<file path="config.mk">
export PLATFORM = sky130hd
export DESIGN_NAME = interrupt_arbiter_flat
export DESIGN_NICKNAME = d
export VERILOG_FILES = /design/src/rtl/mips_defs.sv /design/src/rtl/interrupt_arbiter_if.sv /design/src/rtl/rr_priority_picker.sv /design/src/rtl/interrupt_arbiter.sv /design/src/flat_wrapper.sv
export SDC_FILE = /design/constraint.sdc
export NUM_CORES = 1
export LEC_CHECK = 0
export CORE_MARGIN = 1.5
export CORE_UTILIZATION = 47
export CTS_CLUSTER_SIZE = 25
export DETAILED_ROUTE_END_ITERATION = 12
export GPL_TIMING_DRIVEN = 0
export HOLD_SLACK_MARGIN = 0.1
export PLACE_DENSITY = 0.79
export SYNTH_ARGS = -nofsm -noshare
export SYNTH_HDL_FRONTEND = slang
export SYNTH_SLANG_ARGS = --single-unit
</file>
<file path="constraint.sdc">
create_clock -name clk -period 3.75 [get_ports clk]
set_clock_uncertainty 0.15 [all_clocks]
set_input_delay 0.75 -clock clk [delete_from_list [all_inputs] [get_ports clk]]
set_output_delay 0.75 -clock clk [all_outputs]
set_load 0.01 [all_outputs]
</file>
<file path="src/rtl/mips_defs.sv">
// Shared definitions for the interrupt arbiter and the multi-cycle control unit:
// arbiter FSM encodings, default handler vectors and the registered output bundle.
package mips_defs;

  typedef enum logic [1:0] {
    ST_IDLE    = 2'd0,
    ST_REQ     = 2'd1,
    ST_SERVICE = 2'd2
  } arb_state_e;

  localparam logic [31:0] DEF_MI_BASE    = 32'h0000_0000;
  localparam logic [31:0] DEF_VEC_STRIDE = 32'h0000_0004;
  localparam logic [31:0] DEF_NMI_VECTOR = 32'h0000_0014;

  // Everything the arbiter presents to the control unit, registered as one bundle.
  typedef struct packed {
    logic        interrupt;
    logic        nmint;
    logic        busy;
    logic        in_service;
    logic [2:0]  irq_id;
    logic [31:0] vector_addr;
  } arb_out_t;

  // Handler address of a maskable source; wraps modulo 2^32.
  function automatic logic [31:0] mi_vector(input logic [31:0] base,
                                            input logic [31:0] stride,
                                            input logic [2:0]  id);
    return base + ({29'd0, id} * stride);
  endfunction

endpackage

</file>
<file path="src/rtl/interrupt_arbiter_if.sv">
// Arbiter <-> control unit handshake: request/vector out, ack/done back.
interface interrupt_arbiter_if;
  logic        int_ack;
  logic        ack_is_mi;
  logic        int_done;
  logic        interrupt;
  logic        nmint;
  logic        busy;
  logic [2:0]  irq_id;
  logic [31:0] vector_addr;
  logic        in_service;

  modport master (
    input  int_ack, ack_is_mi, int_done,
    output interrupt, nmint, busy, irq_id, vector_addr, in_service
  );

  modport slave (
    output int_ack, ack_is_mi, int_done,
    input  interrupt, nmint, busy, irq_id, vector_addr, in_service
  );
endinterface

</file>
<file path="src/rtl/rr_priority_picker.sv">
// Round-robin pick: first eligible bit at or above rr_ptr, wrapping to 0.
module rr_priority_picker #(
  parameter int NUM_SRC = 4
) (
  input  logic [NUM_SRC-1:0] eligible,
  input  logic [2:0]         rr_ptr,
  output logic [2:0]         winner,
  output logic               valid
);

  logic [3:0]         idx;
  logic [NUM_SRC-1:0] sh;

  // Scan offsets from farthest to nearest so the nearest hit is the one kept.
  always_comb begin
    winner = 3'd0;
    valid  = 1'b0;
    idx    = 4'd0;
    sh     = '0;
    for (int i = NUM_SRC - 1; i >= 0; i--) begin
      idx = {1'b0, rr_ptr} + 4'(i);
      if (idx >= 4'(NUM_SRC)) idx = idx - 4'(NUM_SRC);
      sh = eligible >> idx;
      if (sh[0]) begin
        winner = idx[2:0];
        valid  = 1'b1;
      end
    end
  end

endmodule

</file>
<file path="src/rtl/interrupt_arbiter.sv">
// Interrupt arbiter: edge capture, masking, round-robin selection and the
// request / acknowledge / in-service handshake towards the control unit.
module interrupt_arbiter
  import mips_defs::*;
#(
  parameter int          NUM_SRC    = 4,
  parameter logic [31:0] MI_BASE    = DEF_MI_BASE,
  parameter logic [31:0] VEC_STRIDE = DEF_VEC_STRIDE,
  parameter logic [31:0] NMI_VECTOR = DEF_NMI_VECTOR
) (
  input  logic                clk,
  input  logic                rst,
  input  logic [NUM_SRC-1:0]  irq_req,
  input  logic                nmi_req,
  input  logic                mask_we,
  input  logic [NUM_SRC-1:0]  mask_wdata,
  interrupt_arbiter_if.master cu
);

  localparam logic [NUM_SRC-1:0] ONE = NUM_SRC'(1);

  arb_state_e         state_q, state_d;
  arb_out_t           out_q, out_d;
  logic [NUM_SRC-1:0] prev_q, prev_d;
  logic [NUM_SRC-1:0] pending_q, pending_d;
  logic [NUM_SRC-1:0] mask_q, mask_d;
  logic               nmi_prev_q, nmi_prev_d;
  logic               nmi_pend_q, nmi_pend_d;
  logic [2:0]         rr_ptr_q, rr_ptr_d;

  logic [NUM_SRC-1:0] clr_mi, mask_sh;
  logic               clr_nmi;
  logic [3:0]         rr_nxt;
  logic [2:0]         win;
  logic               win_vld;

  rr_priority_picker #(.NUM_SRC(NUM_SRC)) u_pick (
    .eligible (pending_q & mask_q),
    .rr_ptr   (rr_ptr_q),
    .winner   (win),
    .valid    (win_vld)
  );

  // Next state: FSM transitions, output bundle, pending bookkeeping.
  always_comb begin
    state_d    = state_q;
    out_d      = out_q;
    rr_ptr_d   = rr_ptr_q;
    prev_d     = irq_req;
    nmi_prev_d = nmi_req;
    mask_d     = mask_we ? mask_wdata : mask_q;
    clr_mi     = '0;
    clr_nmi    = 1'b0;
    mask_sh    = mask_q >> out_q.irq_id;
    rr_nxt     = {1'b0, out_q.irq_id} + 4'd1;
    case (state_q)
      ST_IDLE: begin
        if (nmi_pend_q) begin
          state_d           = ST_REQ;
          out_d.nmint       = 1'b1;
          out_d.vector_addr = NMI_VECTOR;
        end else if (win_vld) begin
          state_d           = ST_REQ;
          out_d.interrupt   = 1'b1;
          out_d.irq_id      = win;
          out_d.vector_addr = mi_vector(MI_BASE, VEC_STRIDE, win);
        end
      end
      ST_REQ: begin
        if (cu.int_ack) begin
          if (cu.ack_is_mi) begin
            clr_mi   = ONE << out_q.irq_id;
            rr_ptr_d = (rr_nxt >= 4'(NUM_SRC)) ? 3'd0 : rr_nxt[2:0];
          end else begin
            clr_nmi = 1'b1;
          end
          state_d          = ST_SERVICE;
          out_d.interrupt  = 1'b0;
          out_d.nmint      = 1'b0;
          out_d.busy       = 1'b1;
          out_d.in_service = 1'b1;
        end else if (out_q.interrupt && nmi_pend_q) begin
          // NMI pre-empts an un-acked maskable request; that source stays pending.
          out_d.interrupt   = 1'b0;
          out_d.nmint       = 1'b1;
          out_d.vector_addr = NMI_VECTOR;
        end else if (out_q.interrupt && !mask_sh[0]) begin
          state_d = ST_IDLE;
          out_d   = '0;
        end
      end
      ST_SERVICE: begin
        if (cu.int_done) begin
          state_d = ST_IDLE;
          out_d   = '0;
        end
      end
      default: begin
        state_d = ST_IDLE;
        out_d   = '0;
      end
    endcase
    // A fresh edge in the clearing cycle wins, so the request is not lost.
    pending_d  = (pending_q & ~clr_mi) | (irq_req & ~prev_q);
    nmi_pend_d = (nmi_pend_q & ~clr_nmi) | (nmi_req & ~nmi_prev_q);
  end

  // State registers; history resets high so lines already asserted need a new edge.
  always_ff @(posedge clk) begin
    if (rst) begin
      state_q    <= ST_IDLE;
      out_q      <= '0;
      prev_q     <= '1;
      nmi_prev_q <= 1'b1;
      pending_q  <= '0;
      nmi_pend_q <= 1'b0;
      mask_q     <= '0;
      rr_ptr_q   <= 3'd0;
    end else begin
      state_q    <= state_d;
      out_q      <= out_d;
      prev_q     <= prev_d;
      nmi_prev_q <= nmi_prev_d;
      pending_q  <= pending_d;
      nmi_pend_q <= nmi_pend_d;
      mask_q     <= mask_d;
      rr_ptr_q   <= rr_ptr_d;
    end
  end

  assign cu.interrupt   = out_q.interrupt;
  assign cu.nmint       = out_q.nmint;
  assign cu.busy        = out_q.busy;
  assign cu.in_service  = out_q.in_service;
  assign cu.irq_id      = out_q.irq_id;
  assign cu.vector_addr = out_q.vector_addr;

endmodule

</file>
<file path="src/flat_wrapper.sv">
// flat-port wrapper written by rule: the top's interface ports become plain ports
module interrupt_arbiter_flat import mips_defs::*;
#(
  parameter int          NUM_SRC    = 4,
  parameter logic [31:0] MI_BASE    = DEF_MI_BASE,
  parameter logic [31:0] VEC_STRIDE = DEF_VEC_STRIDE,
  parameter logic [31:0] NMI_VECTOR = DEF_NMI_VECTOR
)
  (clk, rst, irq_req, nmi_req, mask_we, mask_wdata, cu_int_ack, cu_ack_is_mi, cu_int_done, cu_interrupt, cu_nmint, cu_busy, cu_irq_id, cu_vector_addr, cu_in_service);
  interrupt_arbiter_if cu_i ();
  input  logic clk;
  input  logic rst;
  input  logic [NUM_SRC-1:0] irq_req;
  input  logic nmi_req;
  input  logic mask_we;
  input  logic [NUM_SRC-1:0] mask_wdata;
  input wire logic [$bits(cu_i.int_ack)-1:0] cu_int_ack;
  input wire logic [$bits(cu_i.ack_is_mi)-1:0] cu_ack_is_mi;
  input wire logic [$bits(cu_i.int_done)-1:0] cu_int_done;
  output wire logic [$bits(cu_i.interrupt)-1:0] cu_interrupt;
  output wire logic [$bits(cu_i.nmint)-1:0] cu_nmint;
  output wire logic [$bits(cu_i.busy)-1:0] cu_busy;
  output wire logic [$bits(cu_i.irq_id)-1:0] cu_irq_id;
  output wire logic [$bits(cu_i.vector_addr)-1:0] cu_vector_addr;
  output wire logic [$bits(cu_i.in_service)-1:0] cu_in_service;
  assign cu_i.int_ack = cu_int_ack;
  assign cu_i.ack_is_mi = cu_ack_is_mi;
  assign cu_i.int_done = cu_int_done;
  assign cu_interrupt = cu_i.interrupt;
  assign cu_nmint = cu_i.nmint;
  assign cu_busy = cu_i.busy;
  assign cu_irq_id = cu_i.irq_id;
  assign cu_vector_addr = cu_i.vector_addr;
  assign cu_in_service = cu_i.in_service;
  interrupt_arbiter #(.NUM_SRC(NUM_SRC), .MI_BASE(MI_BASE), .VEC_STRIDE(VEC_STRIDE), .NMI_VECTOR(NMI_VECTOR)) u_core (.clk(clk), .rst(rst), .irq_req(irq_req), .nmi_req(nmi_req), .mask_we(mask_we), .mask_wdata(mask_wdata), .cu(cu_i));
endmodule
</file>
; ---- Yosys cells after proc, flatten, opt, wreduce, memory -nomap -nowiden
; Index checks and enable logic that the tools add are counted.
[totals]
latch_bits = 0
word_cells = 111
output_inout_bits = 39
input_bits = 15
mem_bits_rw = 0
regBits = 58
n_memories = 0
mem_bits_ro = 0
[op_classes]
add_sub_neg = 8
multipliers = 0
n_bitwise = 12
order_cmp = 5
div = 0
n_eq_ne = 14
reduce_logical = 11
shift = 6
n_mux = 42
[op_table]
columns = op, n
row1 = $pmux W35 S3, 1
row2 = $mux W39, 2
row3 = $mux W35, 2
row4 = $mux W32, 2
row5 = $mux W4, 8
row6 = $mux W3, 6
row7 = $pmux W2 S3, 3
row8 = $ge A4 B3 Y1 const B, 4
row9 = $reduce_and A4 Y1, 4
row10 = $shr A4 B4 Y1, 4
row11 = $mux W2, 7
row12 = $and A4 B4 Y4, 3
row13 = $sub A4 B3 Y4 const B, 3
row14 = $mux W1, 10
row15 = $ne A2 B2 Y1 const B, 5
row16 = $add A3 B1 Y4 const B, 2
row17 = $add A3 B2 Y4 const B, 2
row18 = $not A4 Y4, 2
row19 = $ne A3 B2 Y1 const B, 2
row20 = $reduce_and A3 Y1, 2
row21 = $reduce_and A6 Y1, 1
row22 = $mux W5, 1
row23 = $ne A2 B1 Y1 const B, 2
row24 = $ne A4 B2 Y1 const B, 1
row25 = other kinds (15), 19

; ---- Longest topological paths before layout
; Gate-level depths: netlist of run 1.
[depth]
ltp_word = 11
ltp_mapped = 10
mapped_depth_nobuf = 8

; ---- By module
; From an unflattened synthesis of run 1, not the netlist that was laid out.
[hier_totals]
hier_cells = 229
hier_area_um2 = 1970.6
[modules_own_cells]
columns = mod, cells_each, n_inst, area_per_inst_um2, seq_area_each_um2
row1 = interrupt_arbiter, 184, 1, 1602.8, 560.5
row2 = rr_priority_picker, 45, 1, 367.9, 0.0

; ---- Least setup slack after synthesis of run 1
; OpenSTA, ideal clock, no wires.
[synth_timing]
kind = reg2reg
from = register u_core.rr_ptr_q[1]
to = register u_core.out_q (netlist bit u_core.cu.irq_id[0])
n_path_buf = 2
required_time_ns = 3.481
setup_slack_ns = 1.134
path_stages_with_launch = 9
arrival_time_ns = 2.348
period_less_slack_ns = 2.616
setup_time_ns = 0.119
cell_sequence = dfxtp_1 clkbuf_1 inv_1 ha_1 clkbuf_1 mux4_2 a41o_2 a211o_1 o221a_2
[synth_between]
elab_chain_len = 11
elab_cells_between_ends = 32
cone_classes = add/sub (7) / order compare (4) / eq/ne (1) / shift (4) / mux (15) / reduce/logical (1)
[synth_lines]
columns = element, line
row1 = start: declaration, interrupt_arbiter.sv:29  ; logic [2:0] rr_ptr_q, rr_ptr_d;
row2 = start signal: assignment, interrupt_arbiter.sv:127  ; rr_ptr_q <= rr_ptr_d;
row3 = $add A3 B2 Y4, rr_priority_picker.sv:21  ; idx = {1'b0, rr_ptr} + 4'(i);
row4 = $sub A4 B3 Y4 or $ge A4 B3 Y1 (tied branches), rr_priority_picker.sv:22  ; if (idx >= 4'(NUM_SRC)) idx = idx - 4'(NUM_SRC);
row5 = $mux W4, rr_priority_picker.sv:22
row6 = $shr A4 B4 Y1, rr_priority_picker.sv:23  ; sh = eligible >> idx;
row7 = $mux W3 (4 in a row), rr_priority_picker.sv:24  ; if (sh[0]) begin
row8 = $mux W35, interrupt_arbiter.sv:62  ; end else if (win_vld) begin
row9 = $mux W3, interrupt_arbiter.sv:58  ; if (nmi_pend_q) begin
row10 = $pmux W35 S3, interrupt_arbiter.sv:56  ; case (state_q)
row11 = end signal: assignment, interrupt_arbiter.sv:121  ; out_q <= out_d;
row12 = end: declaration, interrupt_arbiter.sv:23  ; arb_out_t out_q, out_d;
; Parallel ways exist; a longest one is shown, timed or not. The select of a mux whose other input is x is not followed.
; A chain may end at the register's enable or synchronous reset.

; ---- Worst setup path in the final report of run 1
; Ends and elaborated chain as after synthesis.

==> impl_metrics.toml, run 1 <==
[logic_synthesis]
netlist_area_mm2 = 0.00176
ys_warn_count = 0
ys.flop_type = "dfxtp_1"
synth_cells = 219
synth_seq_cells = 28
synth_edf_count = 0
synth_cell_types = 47
yosysSeqAreaShare = 0.318
ys_async_sr_fraction = 0
avgSynthCellArea_um2 = 8.06

[routing]
viasPerCell = 5.03
drc_errors = 0
antenna_left = 0
drt-wirelength-per-cell_um = 11.8
wirelength_um = 3780
drt_iter0_markers = 57
vias = 1608
dr.pass1.iters = 4

[layout]
final_nets = 295
nFillCells = 348
stdcell_count = 320
drive_gt1_frac = 0.169
mostFrequentLayoutCell = "buf_4"
diodes = 0
area_delta_synth_final_pct = 24.2
final_cell_mix = "buf_4 (30), conb_1 (29), dfxtp_1 (28)"

[clocking]
cts.clk_slew.worst_paths_ns = 0.09
cts_resized = 0
cts_buffers = 3
cts_tree = "done"
cts_root_buf = "clkbuf_8"
cts_setup_buffers = 0
insertion_delay_ns = 0.27
htreeDepth = 1
cts_buffer_depth = 2
holdBufCountCts = 0
clock-sinks = 28

[setup_path]
crit_path_frequent_cell = "clkbuf_1"
start_kind = "flip-flop"
worst-setup-path-type = "reg2reg"
path_max_fanout = 10
required_ns = 3.77
rrSetupSlack_ns = 0.76
cpLargestDelayFamily = "compound AO/OA/AOI/OAI gates"
endpoint_kind = "flip-flop"
worst_ep_arrival_time_ns = 3.01
crit_buf_inv = 3
crit_chain = "clkbuf_1 > inv_1 > ha_1 > clkbuf_1 > mux4_2 > a41o_2 > a211o_1 > o221a_2"
cpPeakStageDelay_ns = 0.42
slowest_stage = "mux4_2"

[timing]
setup_viol = 0
finalCritPeriodShare = 0.796
slew_headroom = 0.550
hold_viol = 0
totalNegativeSetupSlack_ns = 0
holdWs_ns = 0.342
clock.fmax_ghz = 0.335
final.min_clock_period_ns = 2.99
worst_slew_pin_slew_ns = 0.671
rsz0062_at_grt = "no"
slew_violations = 0

[global_route]
globalRoute.totalOverflow = 0
grt_max_degree = 15
antenna_found_initial = 0
grt_pass1_vias = 1431
grt_usage = 0.190
grt_pass1_wl_um = 6320

[placement]
placed_cells = 317
dpl.hpwl_um = 2930
place_congestion = 0.924
port_buffers = 22

[min_path]
worstHoldPathType = "reg2reg"

[die]
die_w_um = 64.3
dieArea_mm2 = 0.00413
io_pins = 54
rows = 22
die_h_um = 64.3
core_mm2 = 0.00363
initial_core_util = 0.486

[flow_run]
drv_cap = 0

[power]
p_leak_nw = 0.967
p_per_area_mw_per_mm2 = 313
vdd_drop_max_mv = 0.247

[status]
status = "finished, final reports clean"
## synthesized netlist by cell type (6+ instances only)
cell | count | share of area
ha_1 | 6 | 0.043
dfxtp_1 | 28 | 0.32
o21ai_0 | 7 | 0.020
nor2b_1 | 6 | 0.021
clkbuf_1 | 8 | 0.017
nor2_1 | 17 | 0.036
a21oi_1 | 21 | 0.060
nand2_1 | 18 | 0.038
nand3_1 | 8 | 0.023
nor3_1 | 8 | 0.023
inv_1 | 10 | 0.021
buf_4 | 30 | 0.13
## worst paths after layout
kind / start / to / depth (start not counted)
hold / removal: u_core.nmi_prev_q / u_core.nmi_pend_q / 2
hold reg to reg: u_core.nmi_prev_q / u_core.nmi_pend_q / 2
setup reg to reg: u_core.rr_ptr_q[1] / u_core.cu.irq_id[0] / 8
setup / recovery: u_core.rr_ptr_q[1] / u_core.cu.irq_id[0] / 8
## sequential cells by signal (all words and copies together), names as in the netlist
register / flops
u_core.cu.interrupt: 1
u_core.cu.irq_id: 3
u_core.nmi_prev_q: 1
u_core.rr_ptr_q: 3
u_core.nmi_pend_q: 1
u_core.cu.nmint: 1
u_core.pending_q: 4
u_core.mask_q: 4
u_core.state_q: 2
u_core.prev_q: 4
u_core.cu.vector_addr: 3
u_core.cu.in_service: 1
## area by class of cell
type | instances | area, um2 | share of cell area
buffer | 38 | 255 | 0.117
clock buffer | 3 | 41.3 | 0.0188
inverter | 10 | 37.5 | 0.0171
multi-input combinational | 171 | 1020 | 0.464
sequential | 28 | 561 | 0.256
tap | 48 | 60.1 | 0.0274
timing repair buffer | 22 | 220 | 0.101
## worst register-to-register path, delay by kind of cell (launching register included)
kind,cells,cell delay (ns)
buffers and inverters,3,0.81
DFF,1,0.39
adders and majority gates,1,0.29
muxes,1,0.42
AOI/OAI and AO/OA,3,0.84
## cells by family after synthesis
family                     after synthesis  synth area share
muxes                                    6            0.0504
AOI/OAI and AO/OA                       52             0.189
buffers and inverters                   48             0.166
other                                    1           0.00213
adders and majority gates                6            0.0426
DFF                                     28             0.318
and+or+nand+nor                         78             0.232
## routing by layer
layer | track usage | part of all wire
met2 | 0.328 | 0.47
met4 | 0.0399 | 0.0082
met5 | 0 | 0
met1 | 0.253 | 0.45
met3 | 0.0246 | 0.072
## where the power goes
| part | internal, W | total (W) | switching [W] |
|---|---|---|---|
| logic | 0.0000950 | 0.000184 | 0.0000892 |
| registers | 0.000318 | 0.000342 | 0.0000240 |
| clock network | 0.0000720 | 0.000160 | 0.0000878 |
| total | 0.000485 | 0.000686 | 0.000201 |
## through the flow
step | setup WS, ns | utilization | instance area [um2] | total power (W)
finish | 0.764 | 0.603 | 2190 | 0.000686
global route | 0.626 | 0.603 | 2190 | 0.000724
CTS | 0.789 | 0.603 | 2190 | 0.000688
detailed placement | 0.810 | 0.592 | 2150 | 0.000530
global placement | 0.850 | 0.592 | 2150 | 0.000528
floorplan | 1.13 | - | 1870 | 0.000471
No activity file was read; power rests on OpenSTA's default activity.
==> run 2, diff against run 1 <==
--- a/config.mk
+++ b/config.mk
@@ -6,12 +6,12 @@
 export NUM_CORES = 1
 export LEC_CHECK = 0
 export CORE_MARGIN = 1.5
-export CORE_UTILIZATION = 47
+export CORE_UTILIZATION = 42
 export CTS_CLUSTER_SIZE = 25
 export DETAILED_ROUTE_END_ITERATION = 12
 export GPL_TIMING_DRIVEN = 0
 export HOLD_SLACK_MARGIN = 0.1
-export PLACE_DENSITY = 0.79
+export PLACE_DENSITY = 0.75
 export SYNTH_ARGS = -nofsm -noshare
 export SYNTH_HDL_FRONTEND = slang
 export SYNTH_SLANG_ARGS = --single-unit
==> constraint.sdc (replaced) <==
create_clock -name clk -period 2.5 [get_ports clk]
set_clock_uncertainty 0.15 [all_clocks]
set_input_delay 0.5 -clock clk [delete_from_list [all_inputs] [get_ports clk]]
set_output_delay 0.5 -clock clk [all_outputs]
set_load 0.01 [all_outputs]
==> run 2 against run 1 <==
Effect of this change:
- first-iteration DRC count down 39%
- core utilization down 5.4 points
- sequential share of layout area about the same
- design area up 1.0%
- critical path depth unchanged
- die area up 11%
- sequential power up 49%
- non-clock buffer count unchanged
- register-to-register slack worse by 0.68 ns
- critical path type unchanged
- critical endpoint unchanged
- largest cell class unchanged
==> impl_metrics.toml, run 2 (synthesis results as in run 1) <==
[routing]
antenna_left = 0
dr.pass1.iters = 4
vias = 1617
drt-wirelength-per-cell_um = 11.8
viasPerCell = 5.02
drc_errors = 0
drt_iter0_markers = 35
wirelength_um = 3780

[clocking]
clock-sinks = 28
cts_buffer_depth = 2
holdBufCountCts = 0
htreeDepth = 1
cts_root_buf = "clkbuf_8"
cts_buffers = 3
cts.clk_slew.worst_paths_ns = 0.09
insertion_delay_ns = 0.27
cts_setup_buffers = 0
cts_tree = "done"

[timing]
slew_headroom = 0.568
totalNegativeSetupSlack_ns = 0
holdWs_ns = 0.340
rsz0062_at_grt = "no"
slew_violations = 0
hold_viol = 0
final.min_clock_period_ns = 2.42
clock.fmax_ghz = 0.413
worst_slew_pin_slew_ns = 0.643
setup_viol = 0
finalCritPeriodShare = 0.968

[die]
rows = 23
io_pins = 54
initial_core_util = 0.438
dieArea_mm2 = 0.00460
die_w_um = 67.8
core_mm2 = 0.00403
die_h_um = 67.8

[global_route]
grt_pass1_vias = 1366
grt_pass1_wl_um = 6290
antenna_found_initial = 0
grt_usage = 0.179
globalRoute.totalOverflow = 0
met1_usage = 0.255
grt.busiest_layer = "met2"
grt_max_degree = 15
grtUsageMet3 = 0.0230
met2_usage = 0.276

[setup_path]
crit_start = "u_core.rr_ptr_q[1]"
required_ns = 2.52
slowest_stage = "dfxtp_4"
worst-setup-path-type = "reg2reg"
start_kind = "flip-flop"
cpPeakStageDelay_ns = 0.38
rr_startpoint = "u_core.rr_ptr_q[1]"
crit_chain = "buf_8 > inv_1 > ha_1 > buf_4 > mux4_2 > a41o_2 > a211o_1 > o221a_2"
path_max_fanout = 10
endpoint_kind = "flip-flop"
worst_ep_arrival_time_ns = 2.44

[layout]
top_regs = "u_core.mask_q x4, u_core.pending_q x4, u_core.prev_q x4"
area_delta_synth_final_pct = 25.5
diodes = 0
final_nets = 295
final_cell_mix = "buf_4 (31), conb_1 (29), dfxtp_1 (26)"
drive_gt1_frac = 0.184
stdcell_count = 322
fin_util = 0.549
mostFrequentLayoutCell = "buf_4"

[min_path]
worstHoldPathType = "reg2reg"
min_from = "u_core.cu.vector_addr[4]"

[placement]
place_congestion = 0.901
port_buffers = 22
placed_cells = 319
dpl.hpwl_um = 2960

[power]
p_leak_nw = 0.978
p_per_area_mw_per_mm2 = 463
vdd_drop_max_mv = 0.365

[flow_run]
drv_cap = 0

[status]
status = "finished, final reports clean"
==> run 2: power by group <==
part           switching [W]  leakage (nW)  internal, W
clock network       0.000130        0.0216     0.000108
registers          0.0000342         0.231     0.000476
logic               0.000133         0.726     0.000144
total               0.000297         0.978     0.000728
==> run 2: metal layers <==
metal | vias up | part of all wire
li1 | 824 | -
met4 | 0 | 0.017
met1 | 731 | 0.48
met5 | - | 0
met3 | 6 | 0.053
met2 | 56 | 0.45
==> run 2: critical path, delay by kind of cell, from the launching register on <==
kind                       cells  cell delay (ns)
adders and majority gates      1             0.27
buffers and inverters          3             0.35
muxes                          1             0.35
DFF                            1             0.38
AOI/OAI and AO/OA              3             0.82
==> run 2: cell type report <==
type | count | area, um2
Tap cell | 50 | 62.6
Timing Repair Buffer | 22 | 220
Clock buffer | 3 | 41.3
Multi-Input combinational cell | 171 | 1020
Buffer | 38 | 270
Inverter | 10 | 37.5
Fill cell | 377 | 1820
Sequential cell | 28 | 566
==> run 2: path summary, 6_finish.rpt <==
check / end / slack [ns] / cells past startpoint
min: u_core.cu.vector_addr[4] / 0.34 / 2
max: u_core.cu.irq_id[0] / 0.08 / 8
min reg2reg: u_core.cu.vector_addr[4] / 0.34 / 2
max reg2reg: u_core.cu.irq_id[0] / 0.08 / 8
==> run 2: what timing repair did <==
action,4_1_cts,5_1_grt
gates cloned,0,0
gates resized for setup,5,3
endpoints found under the setup margin,6,3
==> run 2: stage by stage <==
step	area [um2]	setup WS (ns)	total power (W)
2_1_floorplan	1870	0.0986	0.000707
3_3_place_gp	2150	-0.104	0.000792
3_5_place_dp	2150	-0.127	0.000795
4_1_cts	2210	0.0304	0.00104
5_1_grt	2210	0.00928	0.00109
6_report	2210	0.0803	0.00102
==> run 3, diff against run 2 <==
--- a/config.mk
+++ b/config.mk
@@ -7,6 +7,7 @@
 export LEC_CHECK = 0
 export CORE_MARGIN = 1.5
 export CORE_UTILIZATION = 42
+export CTS_CLUSTER_DIAMETER = 60
 export CTS_CLUSTER_SIZE = 25
 export DETAILED_ROUTE_END_ITERATION = 12
 export GPL_TIMING_DRIVEN = 0
==> results of run 3 <==
No change in the layout: final DEF, timing and power equal those of run 2.
